File: src/rtl/if_fetch_stage.sv
// Instruction fetch: drives pc to memory, captures the word into IF/ID (0-cycle read, 1-cycle capture).
// Backpressure: stall holds pc and IF/ID; redirect overrides stall and flushes IF/ID.
module if_fetch_stage #(
    parameter logic [4:0]  START_PC = 5'd0,
    parameter logic [3:0]  HALT_OP  = 4'b1101,
    parameter int unsigned CNT_W    = 8
) (
    input  logic             Clock,
    input  logic             Resetn,
    input  logic             start,
    input  logic             stall,
    input  logic             redirect,
    input  logic [4:0]       redirect_pc,
    input  logic [19:0]      mem_q,
    output logic [4:0]       mem_addr,
    output logic [19:0]      if_instr,
    output logic [4:0]       if_pc,
    output logic             if_valid,
    output logic             halted,
    output logic [CNT_W-1:0] fetch_count
);

    typedef enum logic [1:0] {IDLE, RUN, HALT} state_t;

    state_t           state, state_nxt;
    logic [4:0]       pc, pc_nxt;
    logic [19:0]      instr_nxt;
    logic [4:0]       ipc_nxt;
    logic             valid_nxt;
    logic [CNT_W-1:0] cnt_nxt;

    assign mem_addr = pc;

    always_ff @(posedge Clock) begin
        if (!Resetn) begin
            state       <= IDLE;
            pc          <= START_PC;
            if_instr    <= 20'b0;
            if_pc       <= 5'b0;
            if_valid    <= 1'b0;
            halted      <= 1'b0;
            fetch_count <= '0;
        end else begin
            state       <= state_nxt;
            pc          <= pc_nxt;
            if_instr    <= instr_nxt;
            if_pc       <= ipc_nxt;
            if_valid    <= valid_nxt;
            halted      <= (state_nxt == HALT);
            fetch_count <= cnt_nxt;
        end
    end

    always_comb begin
        state_nxt = state;
        pc_nxt    = pc;
        instr_nxt = if_instr;
        ipc_nxt   = if_pc;
        valid_nxt = if_valid;
        cnt_nxt   = fetch_count;
        case (state)
            IDLE: begin
                if (redirect) pc_nxt = redirect_pc;
                if (start)    state_nxt = RUN;
            end
            RUN: begin
                if (redirect) begin
                    pc_nxt    = redirect_pc;
                    instr_nxt = 20'b0;
                    ipc_nxt   = 5'b0;
                    valid_nxt = 1'b0;
                end else if (!stall) begin
                    instr_nxt = mem_q;
                    ipc_nxt   = pc;
                    valid_nxt = 1'b1;
                    if (fetch_count != '1) cnt_nxt = fetch_count + CNT_W'(1);
                    // The halt word is delivered but pc parks on it.
                    if (mem_q[19:16] == HALT_OP) state_nxt = HALT;
                    else                         pc_nxt    = pc + 5'd1;
                end
            end
            HALT: begin
                if (redirect) begin
                    pc_nxt    = redirect_pc;
                    instr_nxt = 20'b0;
                    ipc_nxt   = 5'b0;
                    valid_nxt = 1'b0;
                    state_nxt = RUN;
                end else if (!stall) begin
                    instr_nxt = 20'b0;
                    valid_nxt = 1'b0;
                end
            end
            default: state_nxt = IDLE;
        endcase
    end

endmodule

File: config.mk
export PLATFORM = sky130hd
export DESIGN_NAME = if_fetch_stage
export DESIGN_NICKNAME = d
export VERILOG_FILES = /design/src/rtl/if_fetch_stage.sv
export SDC_FILE = /design/constraint.sdc
export NUM_CORES = 1
export LEC_CHECK = 0
export ABC_AREA = 0
export CELL_PAD_IN_SITES_DETAIL_PLACEMENT = 1
export CELL_PAD_IN_SITES_GLOBAL_PLACEMENT = 2
export CORE_MARGIN = 2
export CORE_UTILIZATION = 25
export CTS_BUF_LIST = sky130_fd_sc_hd__clkbuf_8
export DETAILED_ROUTE_END_ITERATION = 10
export PLACE_DENSITY = 0.77
export SLEW_MARGIN = 0
export SYNTH_ARGS = -nofsm -noshare
export SYNTH_HDL_FRONTEND = slang
export SYNTH_SLANG_ARGS = --single-unit
export TNS_END_PERCENT = 1
File: constraint.sdc
create_clock -name Clock -period 1.93 [get_ports Clock]
set_input_delay 0.193 -clock Clock [delete_from_list [all_inputs] [get_ports Clock]]
set_output_delay 0.193 -clock Clock [all_outputs]
set_load 0.1 [all_outputs]
==> results.md, run 1 <==
* GPL Wtd Cong at 0.7202
* Endpoints failing hold at 0
* Largest net degree at the start of global routing at 29
* HP Class: flop to flop
* Initial Util at 25.93%
* CP Capture Type: flop
* Power per cell area at 729.7 nW/um2
* Cell count after synthesis at 190
* Critical path, cell by cell: nand2_2, a22oi_2, a21oi_1, o221a_2
* Final core occ at 38.25%
* CP required at 2.12 ns
* CP arrival at 1.87 ns
* Pre-CTS setup slack at -0.1836 ns
* ANT cells at 0
* Pre-antenna DRT Iters at 4
* Critical path's top delay family: compound AO/OA/AOI/OAI gates
* CTS tree: yes
* Final wirelength at 4997 um
* Main flop type after synthesis: dfxtp_1
* Vias per cell at 4.692
* Critical path class: flop to flop
* Maximum fanout along the worst path at 13
* Max-Cap Viols at 0
* Peak supply drop at 0.2901 mV
* Cell area after synthesis at 1762 um2
* FP Rows at 30
* Avg WL per Cell at 14.00 um
* Synth async-reset ratio at 0%
* TritonCTS Buffers at 5
* GRT Util Overall at 13.27%
* CTS resizes at 0
* DPL Wire Length at 3555 um
* Crit start category: flop
* Placed cell area at 2496 um2
* Nets at 292
* Sequential area share after synthesis at 47.73%
* Core ar. at 6794 um2
* CTS sink count at 42
* YS warnings at 0
* Skew final at 0.004821 ns
* Drt drc at 0
* Leakage dissipation at 1.039 nW
* DR iter-0 viols at 59
* Buf/Inv on CP at 0
* Final instance area at 2599 um2
* Bufs on Longest Clock Path at 2
* Fin crit period at 1.687 ns
* Fillers at 807
* CTS clk-pin slew, worst paths at 0.08 ns
* Ports at 70
* Syn_nets at 222
* Post-CTS Hold Buffers at 0
* Worst skew pair latency at 0.29 ns
* Synth top area share at 47.73%
* Vias in the first global route at 1,585
* Final setup violation count at 0
* Crit-path max cell delay at 0.64 ns
* Final Non-Filler Cells at 357
* First-pass GRT wire length at 8059 um
* Final setup margin at 0.2433 ns
* Post-synth EDFFs at 0
* Most frequent cells after synthesis: dfxtp_1, nor2_1, a22oi_1, a21oi_1, xor2_1
* Final Max Slew Viols at 0
* Count of cell types in the netlist at 42
* Max-slew headroom at 55.08%
* Number of post-CTS setup repair buffers at 0
* Layout cell share with drive strength beyond 1 at 25.29%
* Peak Freq at 592.9 MHz
* Worst slew pin tran at 0.6712 ns
* Remaining antenna violation count at 0
* #FFs+latches synth at 42
* Placed insts at 349
* CTS H-Tree Depth at 2
* Average cell area after synthesis at 9.272 um2
* Vias at 1,675
* Synth area leader: dfxtp_1
* GRT overflow at 0
* Clock root cell: clkbuf_8
* Ranking of synthesized cells by area: dfxtp_1, a22oi_1, nor2_1, xor2_1, a21oi_1
* Status: completed
* Setup_tns at 0 ns
* Syn-to-layout area delta at 47.51%
* Antenna violations before repair at 0
* Most frequent cell after synthesis: dfxtp_1
* Die area at 7734 um2
* Die width at 87.95 um
* RSZ-0062 raised after global routing: false
* Worst path slowest cell: dfxtp_1
* Fin crit share at 87.39%
* Port buffer count at 69
* Die H at 87.95 um
## path summary, 6_finish.rpt
path	startpoint	end	slack, ns	cells after the start
worst max-delay path	state[1]$_SDFF_PN0_	mem_addr[0]$_SDFFE_PN0P_	0.24	4
worst min-delay path	if_pc[0]$_SDFFE_PN0P_	if_pc[0]$_SDFFE_PN0P_	0.51	2
worst max register to register	state[1]$_SDFF_PN0_	mem_addr[0]$_SDFFE_PN0P_	0.24	4
worst min register to register	if_pc[0]$_SDFFE_PN0P_	if_pc[0]$_SDFFE_PN0P_	0.51	2
## flip-flops by register name, indices dropped and copies added (netlist names)
signal	count
if_instr	20
fetch_count	8
if_pc	5
mem_addr	5
state	2
halted	1
if_valid	1
## cell usage in the layout, fill, tap and decap left out, drive strengths merged, types with 2 or more instances in the layout
cell,count
buf,46
dfxtp,42
nor2,37
clkdlybuf4s50,29
a22oi,21
a21oi,13
xor2,8
clkbuf,6
nor4b,6
inv,4
nand3,4
nand2,4
o211ai,3
o21ai,3
and3,2
and2,2
nand4,2
o2111ai,2
mux2i,2
nand2b,2
or3,2
nor2b,2
ha,2
## area by class of cell
cell class	instances	area (um2)	share of cell area, %
well taps	96	120.1	4.622
inverters	4	15.01	0.5778
flip-flops and latches	42	847.1	32.60
repair buffers	75	660.6	25.42
multi-input cells	132	860.8	33.12
clock buffers	6	82.58	3.178
clock inverters	2	12.51	0.4815
## through the flow
step	hold slack, ns	total power, mW
4_1_cts	0.5125	1.925
5_1_grt	0.5201	1.991
2_1_floorplan	0.3324	1.177
3_3_place_gp	0.4698	1.313
6_report	0.5057	1.896
3_5_place_dp	0.4866	1.316
## kinds of logic after synthesis
group	Yosys count	synth area share [%]
compound gates	49	19.74
xor+xnor	8	3.977
fa+ha+maj	2	1.420
buf+inv	16	4.048
flops	42	47.73
mux	3	1.776
simple gates	70	21.31
## worst register-to-register path, cell delays in order (launching register included)
cell	delay, ns
dfxtp_1	0.64
nand2_2	0.15
a22oi_2	0.43
a21oi_1	0.09
o221a_2	0.27
## routing by layer
layer / up-vias / routed length [um] / GRT usage, %
met3: 6 / 275 / 3.676
met2: 39 / 2325 / 20.52
met1: 804 / 2329 / 18.14
li1: 826 / - / -
met4: 0 / 66 / 3.776
met5: - / 0 / 0
## power breakdown
part	switching (mW)	internal, mW
Sequential	0.0230	0.890
Clock	0.314	0.288
Combinational	0.250	0.131
Total	0.587	1.31
No activity file was read; power rests on OpenSTA's default activity.
==> run 2, diff against run 1 <==
--- a/config.mk
+++ b/config.mk
@@ -8,12 +8,12 @@
 export ABC_AREA = 0
 export CELL_PAD_IN_SITES_DETAIL_PLACEMENT = 1
 export CELL_PAD_IN_SITES_GLOBAL_PLACEMENT = 2
-export CORE_MARGIN = 2
-export CORE_UTILIZATION = 25
+export CORE_MARGIN = 3
+export CORE_UTILIZATION = 23
 export CTS_BUF_LIST = sky130_fd_sc_hd__clkbuf_8
 export DETAILED_ROUTE_END_ITERATION = 10
-export PLACE_DENSITY = 0.77
-export SLEW_MARGIN = 0
+export PLACE_DENSITY = 0.75
+export SLEW_MARGIN = 30
 export SYNTH_ARGS = -nofsm -noshare
 export SYNTH_HDL_FRONTEND = slang
 export SYNTH_SLANG_ARGS = --single-unit
==> constraint.sdc (replaced) <==
create_clock -name Clock -period 1.4 [get_ports Clock]
set_input_delay 0.14 -clock Clock [delete_from_list [all_inputs] [get_ports Clock]]
set_output_delay 0.14 -clock Clock [all_outputs]
set_load 0.1 [all_outputs]
==> results.md, run 2 (same netlist as run 1, synthesis figures left out) <==
* Status: completed
* First-pass GRT wire length at 9349 um
* Final Non-Filler Cells at 376
* Avg WL per Cell at 14.82 um
* Layout cell share with drive strength beyond 1 at 34.66%
* Pre-CTS setup slack at -0.4291 ns
* Most frequent cells in the layout: buf_12, nor2_1, dfxtp_1
* Number of flip-flops under the largest register name at 20
* ANT cells at 0
* Max-slew headroom at 69.30%
* Fillers at 798
* Critical path class: flop to flop
* CP Capture Type: flop
* Final setup violation count at 0
* Post-CTS Hold Buffers at 0
* CTS H-Tree Depth at 2
* CTS clk-pin slew, worst paths at 0.08 ns
* Bufs on Longest Clock Path at 2
* GRT overflow at 0
* GRT Util Overall at 13.57%
* Max-Cap Viols at 0
* Syn-to-layout area delta at 87.93%
* Fin crit share at 97.66%
* Worst path slowest cell: dfxtp_4
* Maximum fanout along the worst path at 9
* HP Class: input pin to flop
* Die area at 8746 um2
* Die H at 93.52 um
* Leading cell type in the layout, fill and taps excluded: buf_12
* Largest net degree at the start of global routing at 22
* Placed insts at 366
* Vias in the first global route at 1,881
* Final core occ at 45.16%
* Final wirelength at 5572 um
* RSZ-0062 raised after global routing: true
* Port buffer count at 69
* Leakage dissipation at 1.253 nW
* TritonCTS Buffers at 5
* Multi-input logic area at 888.4 um2
* Final Max Slew Viols at 0
* Peak Freq at 731.4 MHz
* Remaining antenna violation count at 0
* Core ar. at 7331 um2
* CTS tree: yes
* Skew final at 0.007528 ns
* Vias at 1,770
* Die width at 93.52 um
* Drt drc at 0
* Pre-antenna DRT Iters at 4
* Endpoints failing hold at 0
* Power per cell area at 822.3 nW/um2
* GPL Wtd Cong at 0.7586
* Nets at 308
* Register area at 889.6 um2
* Fin crit period at 1.367 ns
* Vias per cell at 4.707
* CP arrival at 1.55 ns
* Largest registers: if_instr: 20 flops, fetch_count: 8 flops
* Biggest register: if_instr
* Crit-path max cell delay at 0.38 ns
* Antenna violations before repair at 0
* Final setup margin at 0.03277 ns
* FP Rows at 31
* Worst slew pin tran at 0.4605 ns
* CP required at 1.59 ns
* Peak supply drop at 0.4055 mV
* Ports at 70
* DR iter-0 viols at 49
* Worst skew pair latency at 0.30 ns
* Crit start category: flop
* Clock root cell: clkbuf_8
* CTS sink count at 42
* Pwr Total at 2.722 mW
* DPL Wire Length at 4320 um
* Critical path, cell by cell: nor3b_2, a22oi_2, a21oi_1, o221a_2
* Initial Util at 24.03%
[run 2: worst paths after layout]
path	startpoint	to	slack (ns)	cells past startpoint
hold reg to reg	mem_addr[3]$_SDFFE_PN0P_	mem_addr[3]$_SDFFE_PN0P_	0.53	2
setup / recovery	state[0]$_SDFF_PN0_	mem_addr[0]$_SDFFE_PN0P_	0.03	4
hold / removal	mem_q[17]	if_instr[17]$_SDFFE_PN0P_	0.25	3
setup reg to reg	state[0]$_SDFF_PN0_	mem_addr[0]$_SDFFE_PN0P_	0.03	4
[run 2: critical path: cells and delay by family, from the launching register on]
| kind | cells | cell delay, ns |
|---|---|---|
| flip-flops | 1 | 0.38 |
| AO/OA/AOI/OAI | 3 | 0.71 |
| AND/OR/NAND/NOR | 1 | 0.17 |
[run 2: cell type report]
type | instances | share of cell area, %
clock buffer | 6 | 2.494
multi-input combinational | 132 | 26.83
tap | 99 | 3.741
clock inverter | 2 | 0.3401
inverter | 4 | 0.4535
sequential | 42 | 26.87
timing repair buffer | 91 | 39.27
[run 2: where the power goes]
group	internal, mW	switching [mW]	total [mW]	leakage [nW]
logic	0.285	0.363	0.649	0.851
registers	1.21	0.0431	1.25	0.351
clock network	0.398	0.423	0.821	0.0515
[run 2: repair_timing]
item	in CTS	in global routing
endpoints found under the setup margin	42	39
endpoints found under the hold margin	0	0
setup buffers	2	0
gates resized for setup	8	3
pin swaps	2	3
[run 2: through the flow]
| step | TNS, ns | hold WS [ns] | cell area [um2] |
|---|---|---|---|
| after floorplan | -0.3576 | 0.2771 | 1832 |
| after global placement | -9.575 | 0.5154 | 3191 |
| after detailed placement | -10.30 | 0.5198 | 3191 |
| after CTS | -0.0005974 | 0.2371 | 3301 |
| after global routing | -1.696 | 0.2685 | 3311 |
| final | 0 | 0.2486 | 3311 |
[run 2: layer usage]
metal  GRT usage (%)  vias to the layer above  wire (um)
met5               0                        -          0
met1           15.73                      858       2370
met4           5.128                        0         84
li1                -                      858          -
met2           22.99                       47       2763
met3           4.586                        7        354
==> run 3, diff against run 2 <==
--- a/config.mk
+++ b/config.mk
@@ -8,7 +8,6 @@
 export ABC_AREA = 0
 export CELL_PAD_IN_SITES_DETAIL_PLACEMENT = 1
 export CELL_PAD_IN_SITES_GLOBAL_PLACEMENT = 2
-export CORE_MARGIN = 3
 export CORE_UTILIZATION = 23
 export CTS_BUF_LIST = sky130_fd_sc_hd__clkbuf_8
 export DETAILED_ROUTE_END_ITERATION = 10
==> results.md, run 3 (same netlist as run 1, synthesis figures left out) <==
* Peak supply drop at 0.4866 mV
* GPL Wtd Cong at 0.7378
* Biggest register: if_instr
* Critical path, cell by cell: buf_6, nor4b_4, buf_12, o2111ai_1, xor2_1, nor2_1
* Max-slew headroom at 72.54%
* Largest registers: if_instr: 20 flops, fetch_count: 8 flops
* Hold Crit Endpoint: if_instr[19]$_SDFFE_PN0P_
* Final Non-Filler Cells at 380
* Port buffer count at 69
* Placed insts at 372
* CTS clk-pin slew, worst paths at 0.08 ns
* ANT cells at 0
* CP arrival at 1.63 ns
* GRT Util Overall at 14.46%
* Vias per cell at 4.739
* Final core occ at 46.25%
* Nets at 312
* Drt drc at 0
* Worst skew pair latency at 0.29 ns
* Vias at 1,801
* R2R Path Start: state[1]$_SDFF_PN0_
* Maximum fanout along the worst path at 9
* Critical path's top delay family: flip-flops
* Worst path slowest cell: dfxtp_4
* Bufs on Longest Clock Path at 2
* Clock root cell: clkbuf_8
* DR iter-0 viols at 60
* Post-CTS Hold Buffers at 0
* Leading cell type in the layout, fill and taps excluded: buf_12
* Peak Freq at 709.5 MHz
* Die area at 8014 um2
* Endpoints failing hold at 0
* Critical path class: flop to flop
* Worst slew pin tran at 0.4119 ns
* First-pass GRT wire length at 8866 um
* Skew final at 0.007893 ns
* Pre-antenna DRT Iters at 4
* Final setup violation count at 2
* Number of flip-flops under the largest register name at 20
* Core ar. at 7331 um2
* FF-to-FF path depth at 6
* CP required at 1.62 ns
* Fin crit period at 1.409 ns
* Layout cell share with drive strength beyond 1 at 37.01%
* Remaining antenna violation count at 0
* HP Class: input pin to flop
* Power per cell area at 848.7 nW/um2
* Hold Path Depth at 3
* Antenna violations before repair at 0
* Buf/Inv on CP at 2
* Largest net degree at the start of global routing at 25
* Fin crit share at 100.7%
* R2R Path End: fetch_count[5]$_SDFFE_PN0P_
* FP Rows at 31
* CTS tree: yes
* Leakage dissipation at 1.290 nW
* CTS sink count at 42
* Vias in the first global route at 1,810
* Final setup margin at -0.009444 ns
* DPL Wire Length at 4115 um
* Min-delay src: mem_q[19]
* Final wirelength at 5419 um
* Crit-path max cell delay at 0.38 ns
* TritonCTS Buffers at 5
* Ports at 70
* Max-Cap Viols at 0
* RSZ-0062 raised after global routing: true
* Initial Util at 24.03%
* Crit start category: flop
* Die H at 89.52 um
* Most frequent cells in the layout: buf_12, nor2_1, dfxtp_1
* Die width at 89.52 um
* CP Capture Type: flop
* R2r setup slk at -0.009 ns
* Status: complete, but fails checks
* Final Max Slew Viols at 0
* CTS H-Tree Depth at 2
* Final instance area at 3391 um2
* Syn-to-layout area delta at 92.47%
* GRT overflow at 0
* Failing checks: negative setup slack
* Placed cell area at 3236 um2
* Avg WL per Cell at 14.26 um
[run 3: worst reg2reg max path: cells and delay by family (launching register included)]
kind / cells / cell delay (ns)
XOR/XNOR: 1 / 0.16
AO/OA/AOI/OAI: 1 / 0.12
buffers and inverters: 2 / 0.32
AND/OR/NAND/NOR: 2 / 0.36
flip-flops: 1 / 0.38
[run 3: routing by layer]
| metal | share of wire (%) | track usage (%) |
|---|---|---|
| met5 | 0 | 0 |
| met4 | 1.8 | 5.483 |
| met3 | 6.4 | 4.524 |
| met2 | 47 | 22.90 |
| met1 | 45 | 18.42 |
[run 3: where the power goes]
part           internal, mW  leakage [nW]  switching [mW]
combinational         0.296         0.880           0.372
clock                 0.527        0.0599           0.433
sequential             1.21         0.350          0.0397
[run 3: metrics by stage]
stage	setup slack (ns)	setup TNS (ns)	hold slack, ns	power, mW
after floorplan	-0.05980	-0.3576	0.2771	1.613
after global placement	-0.3217	-9.305	0.5161	1.939
after detailed placement	-0.3802	-10.21	0.5178	1.947
after CTS	-0.07342	-0.3617	0.2460	2.916
after global routing	-0.1058	-1.036	0.1470	3.000
final	-0.009444	-0.01528	0.1480	2.878
[run 3: worst max path at each step]
stage               cells after the start  slack [ns]                          end                      from
finish                                  6      -0.009  fetch_count[5]$_SDFFE_PN0P_       state[1]$_SDFF_PN0_
global route                            5       -0.11     mem_addr[2]$_SDFFE_PN0P_       state[0]$_SDFF_PN0_
CTS                                     5       -0.07        if_pc[1]$_SDFFE_PN0P_       state[1]$_SDFF_PN0_
detailed placement                      5       -0.38     mem_addr[0]$_SDFFE_PN0P_                 mem_q[17]
global placement                        6       -0.32     mem_addr[4]$_SDFFE_PN0P_                     stall
floorplan                               4       -0.06     mem_addr[3]$_SDFFE_PN0P_  mem_addr[2]$_SDFFE_PN0P_
[run 3: layout make-up]
class / count / area, um2
fill: 783 / 3940
timing repair buffer: 95 / 1344
multi-input combinational: 132 / 912.1
sequential: 42 / 887.1
tap: 99 / 123.9
clock buffer: 5 / 68.82
clock inverter: 3 / 40.04
inverter: 4 / 15.01
[run 3: what timing repair did]
item,CTS,global route
setup buffers,0,0
resized for setup,6,9
setup endpoints to repair,39,41
pin swaps,3,3
